===== src/rtl/serial_sub_if.sv =====
// Handshake and operand/result bundle for serial_sub.
// Macro SERIAL_SUB_OVF_EN adds the ovf result signal.
interface serial_sub_if #(
    parameter int WIDTH = 4
);
    logic             start;
    logic [WIDTH-1:0] a;
    logic [WIDTH-1:0] b;
    logic             b_in;
    logic             busy;
    logic             done;
    logic [WIDTH-1:0] d;
    logic             b_out;
`ifdef SERIAL_SUB_OVF_EN
    logic             ovf;

    modport master (output start, a, b, b_in, input busy, done, d, b_out, ovf);
    modport slave  (input start, a, b, b_in, output busy, done, d, b_out, ovf);
`else
    modport master (output start, a, b, b_in, input busy, done, d, b_out);
    modport slave  (input start, a, b, b_in, output busy, done, d, b_out);
`endif
endinterface


===== src/rtl/serial_sub.sv =====
// Bit-serial subtractor d = a - b - b_in, LSB first, one full-subtractor cell.
// Macro SERIAL_SUB_OVF_EN adds a signed-overflow flag held alongside d.
module serial_sub #(
    parameter int WIDTH = 4
) (
    input  logic        clk,
    input  logic        rst_n,
    serial_sub_if.slave bus
);
    localparam int CW = (WIDTH > 1) ? $clog2(WIDTH) : 1;

    typedef enum logic [1:0] {S_IDLE, S_RUN, S_DONE} state_t;

    state_t           r_state;
    state_t           w_next;
    logic [WIDTH-1:0] r_sa;
    logic [WIDTH-1:0] r_sb;
    logic [WIDTH-1:0] r_sd;
    logic [WIDTH-1:0] r_d;
    logic             r_br;
    logic             r_bout;
    logic [CW-1:0]    r_cnt;

    logic             w_x;
    logic             w_y;
    logic             w_diff;
    logic             w_br_next;
    logic [WIDTH-1:0] w_sd_next;
    logic             w_accept;
    logic             w_last;
    logic             w_busy;
    logic             w_done;

`ifdef SERIAL_SUB_OVF_EN
    logic             r_a_msb;
    logic             r_b_msb;
    logic             r_ovf;
`endif

    assign w_x       = r_sa[0];
    assign w_y       = r_sb[0];
    assign w_diff    = w_x ^ w_y ^ r_br;
    assign w_br_next = (~w_x & w_y) | (~(w_x ^ w_y) & r_br);
    assign w_sd_next = {w_diff, r_sd[WIDTH-1:1]};
    assign w_accept  = bus.start && ((r_state == S_IDLE) || (r_state == S_DONE));
    assign w_last    = (r_state == S_RUN) && (r_cnt == CW'(WIDTH - 1));

    always_ff @(posedge clk or negedge rst_n) begin
        if (!rst_n) begin
            r_state <= S_IDLE;
        end else begin
            r_state <= w_next;
        end
    end

    always_comb begin
        w_next = r_state;
        case (r_state)
            S_IDLE:  if (bus.start) w_next = S_RUN;
            S_RUN:   if (w_last) w_next = S_DONE;
            S_DONE:  w_next = bus.start ? S_RUN : S_IDLE;
            default: w_next = S_IDLE;
        endcase
    end

    always_comb begin
        w_busy = 1'b0;
        w_done = 1'b0;
        case (r_state)
            S_RUN:   w_busy = 1'b1;
            S_DONE:  w_done = 1'b1;
            default: ;
        endcase
    end

    // Result registers load from the next-value wires so the final bit lands on the completing edge.
    always_ff @(posedge clk or negedge rst_n) begin
        if (!rst_n) begin
            r_sa    <= '0;
            r_sb    <= '0;
            r_sd    <= '0;
            r_d     <= '0;
            r_br    <= 1'b0;
            r_bout  <= 1'b0;
            r_cnt   <= '0;
`ifdef SERIAL_SUB_OVF_EN
            r_a_msb <= 1'b0;
            r_b_msb <= 1'b0;
            r_ovf   <= 1'b0;
`endif
        end else if (w_accept) begin
            r_sa    <= bus.a;
            r_sb    <= bus.b;
            r_br    <= bus.b_in;
            r_sd    <= '0;
            r_cnt   <= '0;
`ifdef SERIAL_SUB_OVF_EN
            r_a_msb <= bus.a[WIDTH-1];
            r_b_msb <= bus.b[WIDTH-1];
`endif
        end else if (r_state == S_RUN) begin
            r_sa <= r_sa >> 1;
            r_sb <= r_sb >> 1;
            r_br <= w_br_next;
            r_sd <= w_sd_next;
            if (w_last) begin
                r_d    <= w_sd_next;
                r_bout <= w_br_next;
`ifdef SERIAL_SUB_OVF_EN
                r_ovf  <= (r_a_msb != r_b_msb) && (w_sd_next[WIDTH-1] != r_a_msb);
`endif
            end else begin
                r_cnt <= r_cnt + CW'(1);
            end
        end
    end

    assign bus.busy  = w_busy;
    assign bus.done  = w_done;
    assign bus.d     = r_d;
    assign bus.b_out = r_bout;
`ifdef SERIAL_SUB_OVF_EN
    assign bus.ovf   = r_ovf;
`endif
endmodule


===== src/flat_wrapper.sv =====
// flat-port wrapper written by rule: the top's interface ports become plain ports
module serial_sub_flat 
#(
    parameter int WIDTH = 4
)
  (clk, rst_n, bus_start, bus_a, bus_b, bus_b_in, bus_busy, bus_done, bus_d, bus_b_out);
  serial_sub_if #(.WIDTH(WIDTH)) bus_i ();
  input  logic clk;
  input  logic rst_n;
  input wire logic [$bits(bus_i.start)-1:0] bus_start;
  input wire logic [$bits(bus_i.a)-1:0] bus_a;
  input wire logic [$bits(bus_i.b)-1:0] bus_b;
  input wire logic [$bits(bus_i.b_in)-1:0] bus_b_in;
  output wire logic [$bits(bus_i.busy)-1:0] bus_busy;
  output wire logic [$bits(bus_i.done)-1:0] bus_done;
  output wire logic [$bits(bus_i.d)-1:0] bus_d;
  output wire logic [$bits(bus_i.b_out)-1:0] bus_b_out;
  assign bus_i.start = bus_start;
  assign bus_i.a = bus_a;
  assign bus_i.b = bus_b;
  assign bus_i.b_in = bus_b_in;
  assign bus_busy = bus_i.busy;
  assign bus_done = bus_i.done;
  assign bus_d = bus_i.d;
  assign bus_b_out = bus_i.b_out;
  serial_sub #(.WIDTH(WIDTH)) u_core (.clk(clk), .rst_n(rst_n), .bus(bus_i));
endmodule

===== config.mk =====
export PLATFORM = sky130hd
export DESIGN_NAME = serial_sub_flat
export DESIGN_NICKNAME = d
export VERILOG_FILES = /design/src/rtl/serial_sub_if.sv /design/src/rtl/serial_sub.sv /design/src/flat_wrapper.sv
export SDC_FILE = /design/constraint.sdc
export NUM_CORES = 1
export LEC_CHECK = 0
export BUFFER_PORTS_ARGS = -buffer_cell sky130_fd_sc_hd__buf_2
export CORE_MARGIN = 2
export CORE_UTILIZATION = 50
export CTS_CLUSTER_DIAMETER = 30
export DETAILED_ROUTE_END_ITERATION = 10
export GPL_TIMING_DRIVEN = 0
export PLACE_DENSITY_LB_ADDON = 0.3
export SETUP_SLACK_MARGIN = 0.2
export SYNTH_ARGS = -nofsm -noshare
export SYNTH_HDL_FRONTEND = slang
export SYNTH_SLANG_ARGS = --single-unit

===== constraint.sdc =====
create_clock -name clk -period 3.01 [get_ports clk]
set_input_delay 0.602 -clock clk [delete_from_list [all_inputs] [get_ports clk]]
set_output_delay 0.602 -clock clk [all_outputs]
set_load 0.02 [all_outputs]

==> results.py <==
metrics = {
    "timing": {
        "period_share": 0.630,
        "slew_violations": 0,
        "rsz0062_at_grt": "false",
        "fin_tns_setup_ns": 0,
        "fmax_mhz": 527,
        "setup_violations": 0,
        "fin_skew_ns": 0.00748,
        "min_period_ns": 1.90,
        "hold_viol": 0,
        "tightest_slew_ns": 0.466,
        "finalWorstSetupSlack_ns": 1.11,
        "holdWs_ns": 0.220,
        "relSlewSlack": 0.689,
    },
    "clock_tree": {
        "htreeDepth": 1,
        "cts.path.max_buffers": 2,
        "clkLatencyLatePin_ns": 0.31,
        "post_cts_resized": 0,
        "cts_setup_buffers": 0,
        "clock_sinks": 21,
        "cts_tree": "done",
        "ctsHoldBuffers": 0,
        "cts_buffers": 3,
        "cts.clk_slew.worst_paths_ns": 0.12,
        "cts-root-buf": "clkbuf_4",
    },
    "detailed_routing": {
        "wire_per_inst_um": 13.3,
        "drc": 0,
        "first_pass_iters": 4,
        "routed_wl_um": 1850,
        "vias_per_cell": 5.19,
        "vias": 722,
        "drt_iter0_drc": 13,
        "ant_nets": 0,
    },
    "die": {
        "die_w_um": 49.6,
        "fp.dieH_um": 49.6,
        "ios": 19,
        "die_area_mm2": 0.00246,
        "start_util": 0.531,
        "row_count": 16,
        "design.core.area_mm2": 0.00196,
    },
    "grt": {
        "gr-usage-met2": 0.280,
        "grt_first_pass_wirelength_um": 3270,
        "top_usage_layer": "met2",
        "antenna_found_initial": 0,
        "grt_max_degree": 22,
        "grt-ovfl-total": 0,
        "grt_use_total": 0.177,
        "met1_usage": 0.239,
        "grt_pass1_vias": 706,
        "grtUsageMet3": 0.0273,
    },
    "critical_path": {
        "rrSetupSlack_ns": 1.47,
        "critPathLaunch": "u_core.r_state[0]",
        "rr_endpoint": "u_core.r_sd[3]",
        "reg2reg_from": "u_core.r_sb[0]",
        "cp_max_fo": 10,
        "worstSetupEndpointType": "output port",
        "endpoint": "bus_done",
        "cp-start-kind": "flop",
        "crit_arrival_ns": 1.29,
        "worstPathRequired_ns": 2.41,
        "reg2reg_depth": 4,
        "path_class": "reg -> out",
    },
    "yosys": {
        "synth.distinct_cells": 27,
        "synth_seq_cells": 21,
        "yosysTopAreaCellShare": 0.505,
        "synthesis.area_mm2": 0.00104,
        "avgSynthCellArea_um2": 11.6,
        "synth_cells": 90,
        "ys_seq_area_frac": 0.505,
        "synthesis.nets": 104,
        "netlist_top_cells_area": "dfrtp_1 50%, mux2_2 5.4%, mux2i_1 4.8%, mux2_4 4.3%, a22o_1 4.2%",
        "yosysWarnings": 0,
        "synth.largest_area_cell": "dfrtp_1",
    },
    "layout": {
        "drive_gt1_frac": 0.330,
        "final_nets": 127,
        "area_growth_pct": 14.4,
        "final_cell_mix": "21 x buf_2, 21 x dfrtp_1",
        "final_cells": 139,
        "diodes": 0,
    },
    "power": {
        "p_per_area_mw_per_mm2": 1040,
        "power_leakage_nw": 0.574,
        "vdd_drop_max_mv": 0.596,
    },
    "place": {
        "portBuffers": 18,
        "gp_congestion": 0.720,
        "dp.cells": 135,
        "place_hpwl_um": 1340,
        "place_ws_ns": 1.46,
    },
    "outcome": {
        "status": "completed",
    },
    "flow_run": {
        "maxCapViolCount": 0,
    },
    "hold_path": {
        "hold_path.class": "in -> async",
    },
}
[critical path: stages (launching register included)]
cell,delay (ns)
dfrtp_1,0.37
buf_2,0.15
buf_2,0.19
nor2b_1,0.11
buf_2,0.16
[sequential cells by signal (all words and copies together) (netlist names)]
signal	count
u_core.r_cnt	2
u_core.bus.d	4
u_core.r_sa	4
u_core.r_br	1
u_core.r_state	2
u_core.bus.b_out	1
u_core.r_sb	4
u_core.r_sd	3
[synthesized netlist by cell type (all sizes together)]
| master | count |
|---|---|
| mux2 | 8 |
| a22o | 5 |
| nor3 | 2 |
| inv | 4 |
| nand3 | 2 |
| nor2 | 5 |
| dfrtp | 21 |
| ha | 1 |
| nor2b | 5 |
| o22ai | 2 |
| a211oi | 5 |
| mux2i | 5 |
| xor2 | 1 |
| and2b | 2 |
| fa | 1 |
| o21ai | 2 |
| a21oi | 5 |
| nand3b | 1 |
| nand2b | 2 |
| buf | 5 |
| o211ai | 1 |
| nand2 | 5 |
[worst min-delay path by stage]
stage	startpoint	end	slack (ns)	depth (start not counted)
5_1_grt	rst_n	u_core.r_cnt[0]	0.25	1
3_3_place_gp	u_core.bus.b_out	u_core.bus.b_out	0.46	2
2_1_floorplan	rst_n	u_core.bus.b_out	0.31	0
3_5_place_dp	u_core.bus.b_out	u_core.bus.b_out	0.47	2
4_1_cts	rst_n	u_core.r_cnt[0]	0.23	1
6_report	rst_n	u_core.r_cnt[1]	0.22	1
[cells by family (layout without fill, tap and decap cells)]
| group | after synthesis | count (layout) | synth area share |
|---|---|---|---|
| adders and majority gates | 2 | 2 | 0.0312 |
| muxes | 13 | 13 | 0.145 |
| AOI/OAI and AO/OA | 20 | 20 | 0.131 |
| and+or+nand+nor | 24 | 24 | 0.132 |
| buffers and inverters | 9 | 31 | 0.0469 |
| xor gates and xnor gates | 1 | 1 | 0.00841 |
| DFF | 21 | 21 | 0.505 |
[power breakdown]
| group | internal (W) | switching (W) |
|---|---|---|
| clock | 0.0000518 | 0.0000863 |
| combinational | 0.000302 | 0.000309 |
| sequential | 0.000413 | 0.0000813 |
[per-stage QoR]
stage | total power (W) | util | instance area (µm²)
2_1_floorplan | 0.000973 | - | 1040
3_3_place_gp | 0.00109 | 0.594 | 1160
3_5_place_dp | 0.00112 | 0.594 | 1160
4_1_cts | 0.00126 | 0.607 | 1190
5_1_grt | 0.00135 | 0.607 | 1190
6_report | 0.00124 | 0.607 | 1190
[routing by layer]
layer | part of all wire | wire [µm] | vias to the layer above
met1 | 0.46 | 858 | 350
met5 | 0 | 0 | -
li1 | - | - | 358
met2 | 0.49 | 902 | 12
met3 | 0.031 | 58 | 2
met4 | 0.015 | 27 | 0
[final cells by class]
class / count / area [µm²]
plain buffers: 5 / 33.8
clock buffers: 4 / 26.3
fillers: 182 / 771
inverters: 4 / 15.0
multi-input cells: 60 / 467
flip-flops and latches: 21 / 526
well taps: 27 / 33.8
repair buffers: 18 / 90.1
Power figures use the tool's default switching activity.
